--- src/rtl/boot_ctrl_if.sv ---
// Loader byte stream, imem write port, hart control and status of boot_ctrl.
// The controller connects via the slave modport; its environment uses master.
interface boot_ctrl_if;
    logic        i_load_valid;
    logic [7:0]  i_load_data;
    logic        i_load_last;
    logic        o_load_ready;
    logic        o_imem_wen;
    logic [31:0] o_imem_waddr;
    logic [31:0] o_imem_wdata;
    logic [3:0]  o_imem_wmask;
    logic        o_hart_rst;
    logic        i_retire_valid;
    logic        i_retire_halt;
    logic        i_restart;
    logic        o_done;
    logic        o_overflow;
    logic [31:0] o_cycles;
    logic [31:0] o_retired;

    modport slave (
        input  i_load_valid, i_load_data, i_load_last, i_retire_valid, i_retire_halt, i_restart,
        output o_load_ready, o_imem_wen, o_imem_waddr, o_imem_wdata, o_imem_wmask,
               o_hart_rst, o_done, o_overflow, o_cycles, o_retired
    );

    modport master (
        output i_load_valid, i_load_data, i_load_last, i_retire_valid, i_retire_halt, i_restart,
        input  o_load_ready, o_imem_wen, o_imem_waddr, o_imem_wdata, o_imem_wmask,
               o_hart_rst, o_done, o_overflow, o_cycles, o_retired
    );
endinterface

--- src/rtl/boot_ctrl.sv ---
// Boot controller: packs a byte stream into imem words, holds the hart in reset,
// then runs it while counting cycles and retired instructions until it halts.
module boot_ctrl #(
    parameter logic [31:0] RESET_ADDR = 32'h0,
    parameter int          MAX_BYTES  = 1024,
    parameter int          RST_HOLD   = 2
) (
    input  logic        i_clk,
    input  logic        i_rst,
    boot_ctrl_if.slave  bus
);
    typedef enum logic [2:0] {LOAD, FLUSH, HOLD, RUN, HALTED} state_t;

    state_t      state;
    logic [31:0] byte_cnt;
    logic [29:0] word_idx;
    logic [31:0] word;
    logic [7:0]  hold_cnt;
    logic        wen;
    logic [31:0] waddr;
    logic [31:0] wdata;
    logic [3:0]  wmask;
    logic        hart_rst;
    logic        done;
    logic        overflow;
    logic [31:0] cycles;
    logic [31:0] retired;

    logic [1:0]  k;
    logic        last;
    logic [31:0] word_nxt;

    assign k    = byte_cnt[1:0];
    // Byte number MAX_BYTES closes the stream even without i_load_last.
    assign last = bus.i_load_last || (byte_cnt == 32'(MAX_BYTES - 1));

    always_comb begin
        word_nxt = word;
        word_nxt[{k, 3'b000} +: 8] = bus.i_load_data;
    end

    always_ff @(posedge i_clk) begin
        if (i_rst) begin
            state    <= LOAD;
            byte_cnt <= '0;
            word_idx <= '0;
            word     <= '0;
            hold_cnt <= '0;
            wen      <= 1'b0;
            waddr    <= '0;
            wdata    <= '0;
            wmask    <= '0;
            hart_rst <= 1'b1;
            done     <= 1'b0;
            overflow <= 1'b0;
            cycles   <= '0;
            retired  <= '0;
        end else begin
            wen <= 1'b0;
            case (state)
                LOAD: if (bus.i_load_valid) begin
                    byte_cnt <= byte_cnt + 32'd1;
                    if (k == 2'd3 || last) begin
                        wen      <= 1'b1;
                        waddr    <= RESET_ADDR + {word_idx, 2'b00};
                        wdata    <= word_nxt;
                        wmask    <= 4'b1111 >> (2'd3 - k);
                        word     <= '0;
                        word_idx <= word_idx + 30'd1;
                    end else begin
                        word <= word_nxt;
                    end
                    if (last) begin
                        state <= FLUSH;
                        if (!bus.i_load_last) overflow <= 1'b1;
                    end
                end
                FLUSH: begin
                    state    <= HOLD;
                    hold_cnt <= '0;
                end
                HOLD: begin
                    if (hold_cnt == 8'(RST_HOLD - 1)) begin
                        state    <= RUN;
                        hart_rst <= 1'b0;
                    end else begin
                        hold_cnt <= hold_cnt + 8'd1;
                    end
                end
                RUN: begin
                    // The halting cycle itself is still counted.
                    cycles <= cycles + 32'd1;
                    if (bus.i_retire_valid) retired <= retired + 32'd1;
                    if (bus.i_retire_halt) begin
                        state    <= HALTED;
                        done     <= 1'b1;
                        hart_rst <= 1'b1;
                    end
                end
                HALTED: if (bus.i_restart) begin
                    state    <= HOLD;
                    hold_cnt <= '0;
                    done     <= 1'b0;
                    cycles   <= '0;
                    retired  <= '0;
                end
                default: state <= LOAD;
            endcase
        end
    end

    assign bus.o_load_ready = (state == LOAD);
    assign bus.o_imem_wen   = wen;
    assign bus.o_imem_waddr = waddr;
    assign bus.o_imem_wdata = wdata;
    assign bus.o_imem_wmask = wmask;
    assign bus.o_hart_rst   = hart_rst;
    assign bus.o_done       = done;
    assign bus.o_overflow   = overflow;
    assign bus.o_cycles     = cycles;
    assign bus.o_retired    = retired;
endmodule

--- src/flat_wrapper.sv ---
// flat-port wrapper written by rule: the top's interface ports become plain ports
module boot_ctrl_flat 
#(
    parameter logic [31:0] RESET_ADDR = 32'h0,
    parameter int          MAX_BYTES  = 1024,
    parameter int          RST_HOLD   = 2
)
  (i_clk, i_rst, bus_i_load_valid, bus_i_load_data, bus_i_load_last, bus_i_retire_valid, bus_i_retire_halt, bus_i_restart, bus_o_load_ready, bus_o_imem_wen, bus_o_imem_waddr, bus_o_imem_wdata, bus_o_imem_wmask, bus_o_hart_rst, bus_o_done, bus_o_overflow, bus_o_cycles, bus_o_retired);
  boot_ctrl_if bus_i ();
  input  logic i_clk;
  input  logic i_rst;
  input wire logic [$bits(bus_i.i_load_valid)-1:0] bus_i_load_valid;
  input wire logic [$bits(bus_i.i_load_data)-1:0] bus_i_load_data;
  input wire logic [$bits(bus_i.i_load_last)-1:0] bus_i_load_last;
  input wire logic [$bits(bus_i.i_retire_valid)-1:0] bus_i_retire_valid;
  input wire logic [$bits(bus_i.i_retire_halt)-1:0] bus_i_retire_halt;
  input wire logic [$bits(bus_i.i_restart)-1:0] bus_i_restart;
  output wire logic [$bits(bus_i.o_load_ready)-1:0] bus_o_load_ready;
  output wire logic [$bits(bus_i.o_imem_wen)-1:0] bus_o_imem_wen;
  output wire logic [$bits(bus_i.o_imem_waddr)-1:0] bus_o_imem_waddr;
  output wire logic [$bits(bus_i.o_imem_wdata)-1:0] bus_o_imem_wdata;
  output wire logic [$bits(bus_i.o_imem_wmask)-1:0] bus_o_imem_wmask;
  output wire logic [$bits(bus_i.o_hart_rst)-1:0] bus_o_hart_rst;
  output wire logic [$bits(bus_i.o_done)-1:0] bus_o_done;
  output wire logic [$bits(bus_i.o_overflow)-1:0] bus_o_overflow;
  output wire logic [$bits(bus_i.o_cycles)-1:0] bus_o_cycles;
  output wire logic [$bits(bus_i.o_retired)-1:0] bus_o_retired;
  assign bus_i.i_load_valid = bus_i_load_valid;
  assign bus_i.i_load_data = bus_i_load_data;
  assign bus_i.i_load_last = bus_i_load_last;
  assign bus_i.i_retire_valid = bus_i_retire_valid;
  assign bus_i.i_retire_halt = bus_i_retire_halt;
  assign bus_i.i_restart = bus_i_restart;
  assign bus_o_load_ready = bus_i.o_load_ready;
  assign bus_o_imem_wen = bus_i.o_imem_wen;
  assign bus_o_imem_waddr = bus_i.o_imem_waddr;
  assign bus_o_imem_wdata = bus_i.o_imem_wdata;
  assign bus_o_imem_wmask = bus_i.o_imem_wmask;
  assign bus_o_hart_rst = bus_i.o_hart_rst;
  assign bus_o_done = bus_i.o_done;
  assign bus_o_overflow = bus_i.o_overflow;
  assign bus_o_cycles = bus_i.o_cycles;
  assign bus_o_retired = bus_i.o_retired;
  boot_ctrl #(.RESET_ADDR(RESET_ADDR), .MAX_BYTES(MAX_BYTES), .RST_HOLD(RST_HOLD)) u_core (.i_clk(i_clk), .i_rst(i_rst), .bus(bus_i));
endmodule
--- config.mk ---
export PLATFORM = sky130hd
export DESIGN_NAME = boot_ctrl_flat
export DESIGN_NICKNAME = d
export VERILOG_FILES = /design/src/rtl/boot_ctrl_if.sv /design/src/rtl/boot_ctrl.sv /design/src/flat_wrapper.sv
export SDC_FILE = /design/constraint.sdc
export NUM_CORES = 1
export LEC_CHECK = 0
export CAP_MARGIN = 20
export CORE_UTILIZATION = 55
export CTS_CLUSTER_SIZE = 8
export DETAILED_ROUTE_END_ITERATION = 12
export GPL_ROUTABILITY_DRIVEN = 0
export PLACE_DENSITY = 0.9
export SLEW_MARGIN = 10
export SYNTH_ARGS = -nofsm -noshare
export SYNTH_HDL_FRONTEND = slang
export SYNTH_SLANG_ARGS = --single-unit
--- constraint.sdc ---
create_clock -name i_clk -period 6.55 [get_ports i_clk]
set_clock_uncertainty 0.1 [all_clocks]
set_input_delay 1.965 -clock i_clk [delete_from_list [all_inputs] [get_ports i_clk]]
set_output_delay 1.965 -clock i_clk [all_outputs]
set_load 0.1 [all_outputs]
* Yosys cells after proc, flatten, opt, wreduce, memory -nomap -nowiden *
Cells that the tools add are included.

operators by class
  mux-type cells = 21
  bitwise gates (word level) = 3
  shift-type cells = 3
  multiply operators = 0
  add/sub/neg operators = 7
  reduce and logical (&&, ||, !) cells = 16
  equality and inequality tests = 14
  magnitude comparators = 0
  div/mod/pow operators = 0

operator list
  operator                  number
  $pmux W32 S2              2
  $add A32 B1 Y32 const B   3
  $mux W32                  3
  $bwmux W32                1
  $eq A32 B10 Y1 const B    1
  $shift A8 B7 Y32 const A  1
  $shiftx A8 B7 Y32         1
  $add A30 B1 Y30 const B   1
  $pmux W8 S3               1
  $mux W8                   2
  $mux W3                   5
  $pmux W3 S5               1
  $reduce_and A3 Y1         5
  $ne A2 B2 Y1 const B      5
  $add A8 B1 Y8 const B     1
  $eq A8 B1 Y1 const B      1
  $neg A5 Y7                1
  $eq A3 B2 Y1 const B      2
  $reduce_and A5 Y1         1
  $mux W1                   4
  $ne A2 B1 Y1 const B      2
  $pmux W1 S2               2
  $reduce_and A2 Y1         2
  $reduce_and A4 Y1         1
  11 further kinds          15

word-level totals
  latch bits = 0
  output and inout bits = 137
  flip-flop bits (word level) = 239
  RAM bits = 0
  word-level logic and storage cells = 78
  bits of input ports = 15
  memories = 0
  bits in read-only memories = 0

* Depth between registers and ports, before layout *
Gate-level depths: netlist of the first run.

  depth after elaboration = 5
  gate-level depth with buffers = 8
  mapped depth without buffers = 6

* Least setup slack after synthesis of the first run *
No wires, ideal clock.

  path kind = reg-to-output
  from = register u_core.state[0]
  to = output bus_o_load_ready
  cell stages (with the launch flop) = 4
  required time = 4.485 ns
  buffers on the path = 2
  setup slack = 1.799 ns
  data arrival time = 2.686 ns
  path through = dfxtp_1 -> buf_6 -> clkbuf_1 -> nor3_1

on the way
  cells in the longest elaborated chain, start to end = 1

RTL lines
  what                      RTL line            source
  start: declaration        boot_ctrl.sv:14     state_t state;
  start signal: assignment  boot_ctrl.sv:44     state <= LOAD;
  start signal: assignment  boot_ctrl.sv:74     state <= FLUSH;
  start signal: assignment  boot_ctrl.sv:79     state <= HOLD;
  $logic_not A3 Y1          boot_ctrl.sv:112    assign bus.o_load_ready = (state == LOAD);
  end: declaration          flat_wrapper.sv:18  output wire logic [$bits(bus_i.o_load_ready)-1:0] bus_o_load_ready;

No other way between the ends.

* Worst setup path in the final report of the first run *
Ends and elaborated chain as after synthesis.

==> results of run 1 <==
[worst paths after layout]
| check | slack (ns) | end | cells after the start | startpoint |
|---|---|---|---|---|
| setup / recovery | 1.88 | bus_o_load_ready | 2 | u_core.state[0] |
| hold / removal | 0.35 | u_core.bus.o_imem_waddr[18] | 2 | u_core.bus.o_imem_waddr[18] |
| setup reg to reg | 3.57 | u_core.bus.o_imem_wdata[16] | 5 | u_core.state[0] |
| hold reg to reg | 0.35 | u_core.bus.o_imem_waddr[18] | 2 | u_core.bus.o_imem_waddr[18] |
[tightest hold or removal path, delay by kind of cell (launching register included)]
kind | cells | cell delay (ns)
AND/OR/NAND/NOR | 1 | 0.05
AO/OA/AOI/OAI | 1 | 0.05
flip-flops | 1 | 0.30
[where the power goes]
group,internal (uW),switching [uW]
Combinational,89.6,265
Sequential,1490,25.9
Clock,966,593
[per-layer routing]
layer | up-vias | global-route usage [%] | share of wire, %
met2 | 405 | 45.01 | 48
met4 | 0 | 9.055 | 1.6
met5 | - | 0 | 0
met3 | 41 | 4.455 | 7.4
li1 | 4961 | - | -
met1 | 4849 | 34.47 | 43
[per-stage QoR]
| step | total power [uW] | utilization [%] | cell area (um2) | hold WS (ns) | setup slack (ns) |
|---|---|---|---|---|---|
| 2_1_floorplan | 1811 | - | 10760 | 0.3298 | 1.799 |
| 3_3_place_gp | 1886 | 64.90 | 12300 | 0.3444 | 1.866 |
| 3_5_place_dp | 1894 | 64.92 | 12310 | 0.3455 | 1.701 |
| 4_1_cts | 3453 | 69.83 | 13240 | 0.3521 | 1.872 |
| 5_1_grt | 3551 | 70.03 | 13280 | 0.3758 | 1.812 |
| 6_report | 3433 | 70.03 | 13280 | 0.3504 | 1.885 |
[final cells by class]
class	instances	area, um2	area share [%]
clock buffer	37	904.6	6.814
clock inverter	2	25.02	0.1885
inverter	23	86.33	0.6503
multi-input combinational	923	5550	41.81
sequential	239	4785	36.04
tap	260	325.3	2.451
timing repair buffer	161	1599	12.05
[registers in the layout, indices dropped and copies added (netlist names)]
register	count
u_core.bus.o_cycles	32
u_core.bus.o_done	1
u_core.word_idx	30
u_core.bus.o_retired	32
u_core.byte_cnt	32
u_core.state	3
u_core.bus.o_imem_wen	1
u_core.bus.o_overflow	1
u_core.word	32
u_core.bus.o_imem_wdata	32
u_core.bus.o_imem_wmask	4
u_core.bus.o_imem_waddr	30
u_core.hold_cnt	8
u_core.bus.o_hart_rst	1
[synthesized netlist by cell type, types with 25 or more instances]
cell type and count:
nand3_1 45, o21ai_0 30, a211oi_1 58, a21oi_1 161, nand4_1 38, o31ai_1 63, clkbuf_1 65, dfxtp_1 239
nor2_1 105, nand2_1 114, nor2b_1 26, or4_1 66, or3_1 25
[logic make-up (layout without fill, tap and decap cells)]
logic type	after synthesis	after routing	synth area share (%)
adder cells (fa/ha/maj)	10	10	1.164
buffers and inverters	109	223	4.189
other	1	2	0.03487
AND/OR/NAND/NOR	528	528	27.05
flip-flops	239	239	44.50
XOR/XNOR	27	27	2.199
AO/OA/AOI/OAI	349	349	20.19
multiplexers	7	7	0.6749
==> results by group, run 1 <==
Clock network
  • TritonCTS clock tree: built
  • Worst skew pair latency: 0.50 ns
  • Clock-pin slew on the worst setup and hold paths: 0.05 ns
  • Clock sinks: 239
  • Clk root buf: clkbuf_16
  • CTS-repair resized insts: 0
  • Post-CTS setup buffers: 0
  • TritonCTS buffer count: 35
  • Clk buf depth: 3
  • CTS Hold Bufs: 0
  • H-tree Lvls: 2

Floorplanning
  • Core area: 18960 um2
  • Top-level port count: between 150 and 200
  • Horiz. Die Dim: 141.8 um
  • Starting Density: 56.73%
  • Die area: 20110 um2
  • Cell row count: 50
  • Height of the die: 141.8 um

Placement
  • Placed insts: 1604
  • Port bufs: between 100 and 150
  • DP HPWL: 17.53 mm

Synthesis
  • Fraction of the yosys area taken by sequential cells: 44.50%
  • Top FF cell, synth: dfxtp_1
  • Yosys top cell area share: approximately 44%
  • Mapped Cells: ~1300
  • Post-synthesis cell area: approximately 11000 um2
  • Number of synthesized register bits: 239
  • Mean post-synth cell area: 8.467 um2
  • Cell taking the most area after synthesis: dfxtp_1
  • Largest cells by area after synthesis: dfxtp_1, a21oi_1, or4_1, o31ai_1, a211oi_1
  • Ys async rst share: 0%
  • Synth warnings: 0
  • Distinct cells, synth: 54
  • Post-synth EDFFs: 0

Timing
  • Final Hold Violating Endpoints: 0
  • Final TNS setup: 0 ns
  • Fmax: 214.3 MHz
  • Tightest Pin Transition: 1.148 ns
  • Minimum clock period: 4.665 ns
  • Slew Viols, Final: 0
  • # setup viols final: 0
  • Tcrit/Tclk final: just over 70%
  • RSZ-0062 raised after global routing: no
  • Rel. slew slack: 23.50%

Critical path
  • Largest delay share family, worst path: buffers and inverters
  • Arrival @ worst endpoint: 2.60 ns
  • Critical Path RT: around 4.5 ns
  • WP buf/inv: 1
  • Worst setup SP type: register
  • Critical-path cell list: nor3_1, clkdlybuf4s50_1
  • Critical path's slowest cell: clkdlybuf4s50_1
  • Worst stage delay on the critical path: 1.21 ns
  • Crit Path Class: register to output pin
  • CP endpoint kind: output pin
  • CP Max Fanout: 19

Layout
  • Layout area overhead: 23.46%
  • Most frequent cells in the layout: dfxtp_1, a21oi_1, clkdlybuf4s50_1, nand2_1, nor2_1
  • Layout cells sized above 1: 4.838%
  • Commonest non-fill, non-tap cell in the layout: dfxtp_1
  • Diodes inserted: 0
  • Filler cell count: around 1400
  • Final Net Count: ~1400
  • Non-Filler Instances: 1645

Route
  • Post-DRT Antenna Nets: 0
  • Residual DRC count: 0
  • Vias: 10256
  • DR pass1 iterations: 5
  • Vias per inst: 6.235
  • Routed WL: 27.28 mm
  • Initial DRC Count: 690
  • WL per Instance: between 15 and 20 um

GRT
  • Largest net degree at the start of global routing: 92
  • GRT Residual Overflow: 0
  • Initial antenna violation count: 0
  • Gr usage total: between 20% and 30%
  • First-pass GRT wire length: 44.76 mm
  • Vias in the first global route: 9521

Power
  • PwrDens: around 260 nW/um2
  • Largest vdd supply drop: 0.2831 mV
  • Lkg Pwr: 0.004119 uW

Job
  • MaxCap Viol Count: 0

Worst hold path
  • Worst hold path class: register to register

Outcome
  • Outcome: finished, final reports clean
Note: power is estimated with default switching activity, not from simulation.
==> run 2, diff against run 1 <==
Clock period 6.55 ns to 4.3 ns, I/O delays scaled along.
==> results by group, run 2 (synthesis results as in run 1) <==
Outcome
  • Outcome: finished, final reports clean (unchanged)

Timing
  • Fmax: 282.1 MHz
  • Slew Viols, Final: 0 (unchanged)
  • RSZ-0062 raised after global routing: no (unchanged)
  • Final TNS setup: 0 ns (unchanged)
  • # setup viols final: 0 (unchanged)
  • Slack of the critical path: 0.7554 ns (was 1.885 ns)
  • Rel. slew slack: 30.90% (was 23.50%)
  • Minimum clock period: 3.545 ns
  • Tcrit/Tclk final: 82.43%
  • Tightest Pin Transition: 1.033 ns (was 1.148 ns)
  • Final Hold Violating Endpoints: 0 (unchanged)
  • Worst hold slack: 0.3540 ns (was 0.3504 ns)

Critical path
  • Worst stage delay on the critical path: 1.19 ns (was 1.21 ns)
  • FF-to-FF setup slack: 1.66 ns (was 3.57 ns)
  • Reg2reg start: u_core.byte_cnt[0] (was u_core.state[0])
  • Critical path's slowest cell: clkdlybuf4s50_1 (unchanged)
  • Critical Path RT: 2.91 ns (was 4.49 ns)
  • Critical-path cell list: clkdlybuf4s50_1 (was nor3_1, clkdlybuf4s50_1)
  • Largest delay share family, worst path: buffers and inverters (unchanged)
  • Worst setup SP type: register (unchanged)
  • Crit Path Class: register to output pin (unchanged)
  • Arrival @ worst endpoint: 2.15 ns (was 2.60 ns)
  • Reg2reg path depth: 6 (was 5)
  • CP endpoint kind: output pin (unchanged)
  • Worst r2r dst: u_core.word[5] (was u_core.bus.o_imem_wdata[16])
  • CP Max Fanout: 6 (was 19)
  • WP buf/inv: 1 (unchanged)

Clock network
  • TritonCTS buffer count: 35 (unchanged)
  • Clock-pin slew on the worst setup and hold paths: 0.05 ns (about the same)
  • Clk root buf: clkbuf_16 (unchanged)
  • Post-CTS setup buffers: 0 (unchanged)
  • TritonCTS clock tree: built (unchanged)
  • CTS-repair resized insts: 0 (unchanged)
  • CTS Hold Bufs: 0 (unchanged)
  • Clk buf depth: 3 (unchanged)
  • H-tree Lvls: 2 (unchanged)
  • Worst skew pair latency: 0.50 ns (about the same)
  • Clock sinks: 239 (unchanged)

Route
  • WL per Instance: 16.52 um (was 16.58 um)
  • Post-DRT Antenna Nets: 0 (unchanged)
  • Routed WL: 27.24 mm (was 27.28 mm)
  • DR pass1 iterations: 5 (unchanged)
  • Initial DRC Count: 699 (was 690)
  • Vias per inst: 6.244 (was 6.235)
  • Vias: 10296 (was 10256)
  • Residual DRC count: 0 (unchanged)

GRT
  • Largest net degree at the start of global routing: 77 (was 92)
  • Initial antenna violation count: 1 (was 0)
  • Gr usage total: 26.62% (was 26.64%)
  • GRT Residual Overflow: 0 (unchanged)
  • First-pass GRT wire length: 44.84 mm (was 44.76 mm)
  • Vias in the first global route: 9327 (was 9521)

Layout
  • Fin area: 13310 um2 (was 13280 um2)
  • Layout cells sized above 1: 5.256% (was 4.838%)
  • Layout area overhead: 23.76% (was 23.46%)
  • Multi-input gate area: 5550 um2 (unchanged)
  • Filler cell count: 1468 (was 1416)
  • Final Net Count: 1412 (was 1408)
  • Seq. cell area: 4785 um2 (unchanged)
  • Diodes inserted: 0 (unchanged)
  • Commonest non-fill, non-tap cell in the layout: dfxtp_1 (unchanged)
  • Non-Filler Instances: 1649 (was 1645)
  • Most frequent cells in the layout: dfxtp_1, a21oi_1, clkdlybuf4s50_1, nand2_1, nor2_1 (unchanged)

Power
  • Comb power frac: 10.4% (was 10.3%)
  • PwrDens: 395.1 nW/um2 (was 258.6 nW/um2)
  • Pint: 3887 uW (was 2549 uW)
  • Lkg Pwr: 0.004142 uW (was 0.004119 uW)
  • Clock power share: 45.7% (was 45.4%)
  • Sw Share: 26.08% (was 25.75%)
  • Seq pwr share: 43.9% (was 44.2%)
  • Largest vdd supply drop: 0.3571 mV (was 0.2831 mV)
  • Net Sw Power: 1371 uW (was 884.0 uW)

Placement
  • Port bufs: 149 (unchanged)
  • DP HPWL: 17.62 mm (was 17.53 mm)
  • DP Area: 12380 um2 (was 12310 um2)
  • Pre-CTS WS: 0.5515 ns (was 1.701 ns)
  • Placed insts: 1610 (was 1604)

Worst hold path
  • HP Start: u_core.bus.o_imem_waddr[26] (was u_core.bus.o_imem_waddr[18])
  • Worst hold stages: 2 (unchanged)
  • Worst hold path class: register to register (unchanged)
  • Worst Hold Endpoint: u_core.bus.o_imem_waddr[26] (was u_core.bus.o_imem_waddr[18])

Floorplanning
  • Height of the die: 141.8 um (unchanged)
  • Cell row count: 50 (unchanged)
  • Starting Density: 56.73% (unchanged)
  • Core area: 18960 um2 (unchanged)
  • Horiz. Die Dim: 141.8 um (unchanged)
  • Die area: 20110 um2 (unchanged)
  • Top-level port count: 152 (unchanged)

Job
  • MaxCap Viol Count: 0 (unchanged)
-- run 2: changes by cell type in the layout (fill, tap and decap cells not counted) --
cell             previous run  this run
buf_4                      10        16
buf_6                       1         0
buf_16                      1         0
buf_12                      0         2
buf_1                       1         0
clkdlybuf4s50_1           148       147
-- run 2: area by class of cell --
type / count / share of cell area, %
Inverter: 23 / 0.6487
Clock buffer: 37 / 6.798
Tap cell: 260 / 2.445
Sequential cell: 239 / 35.95
Clock inverter: 2 / 0.1880
Multi-Input combinational cell: 923 / 41.71
Timing Repair Buffer: 165 / 12.26
-- run 2: metrics by stage --
| stage | total power, uW | util, % |
|---|---|---|
| 3_5_place_dp | 2891 | 65.30 |
| 4_1_cts | 5287 | 70.20 |
| 2_1_floorplan | 2758 | - |
| 3_3_place_gp | 2881 | 65.30 |
| 5_1_grt | 5421 | 70.20 |
| 6_report | 5258 | 70.20 |
-- run 2: worst max-delay path by stage --
stage                                to  slack (ns)  cells after the start                    start
finish                  bus_o_cycles[1]        0.76                      1   u_core.bus.o_cycles[1]
global route           bus_o_cycles[23]        0.70                      1  u_core.bus.o_cycles[23]
CTS                     bus_o_cycles[0]        0.75                      1   u_core.bus.o_cycles[0]
detailed placement  u_core.word_idx[29]        0.55                      5         bus_i_load_valid
global placement    u_core.word_idx[27]        0.58                      5         bus_i_load_valid
floorplan              bus_o_load_ready        0.22                      3          u_core.state[0]
-- run 2: routing by layer --
layer	track usage (%)	wire [um]	part of all wire (%)	vias up
li1	-	-	-	4963
met1	34.74	11790	43	4849
met2	44.21	12770	47	427
met3	5.164	2087	7.7	55
met4	8.772	583	2.1	2
met5	0	13	0.048	-
-- run 2: power groups by stage --
stage	clock network, uW	logic [uW]	registers [uW]
floorplan	0	230	2530
global placement	0	531	2350
detailed placement	0	540	2350
CTS	2430	545	2310
global route	2530	581	2310
finish	2400	547	2310
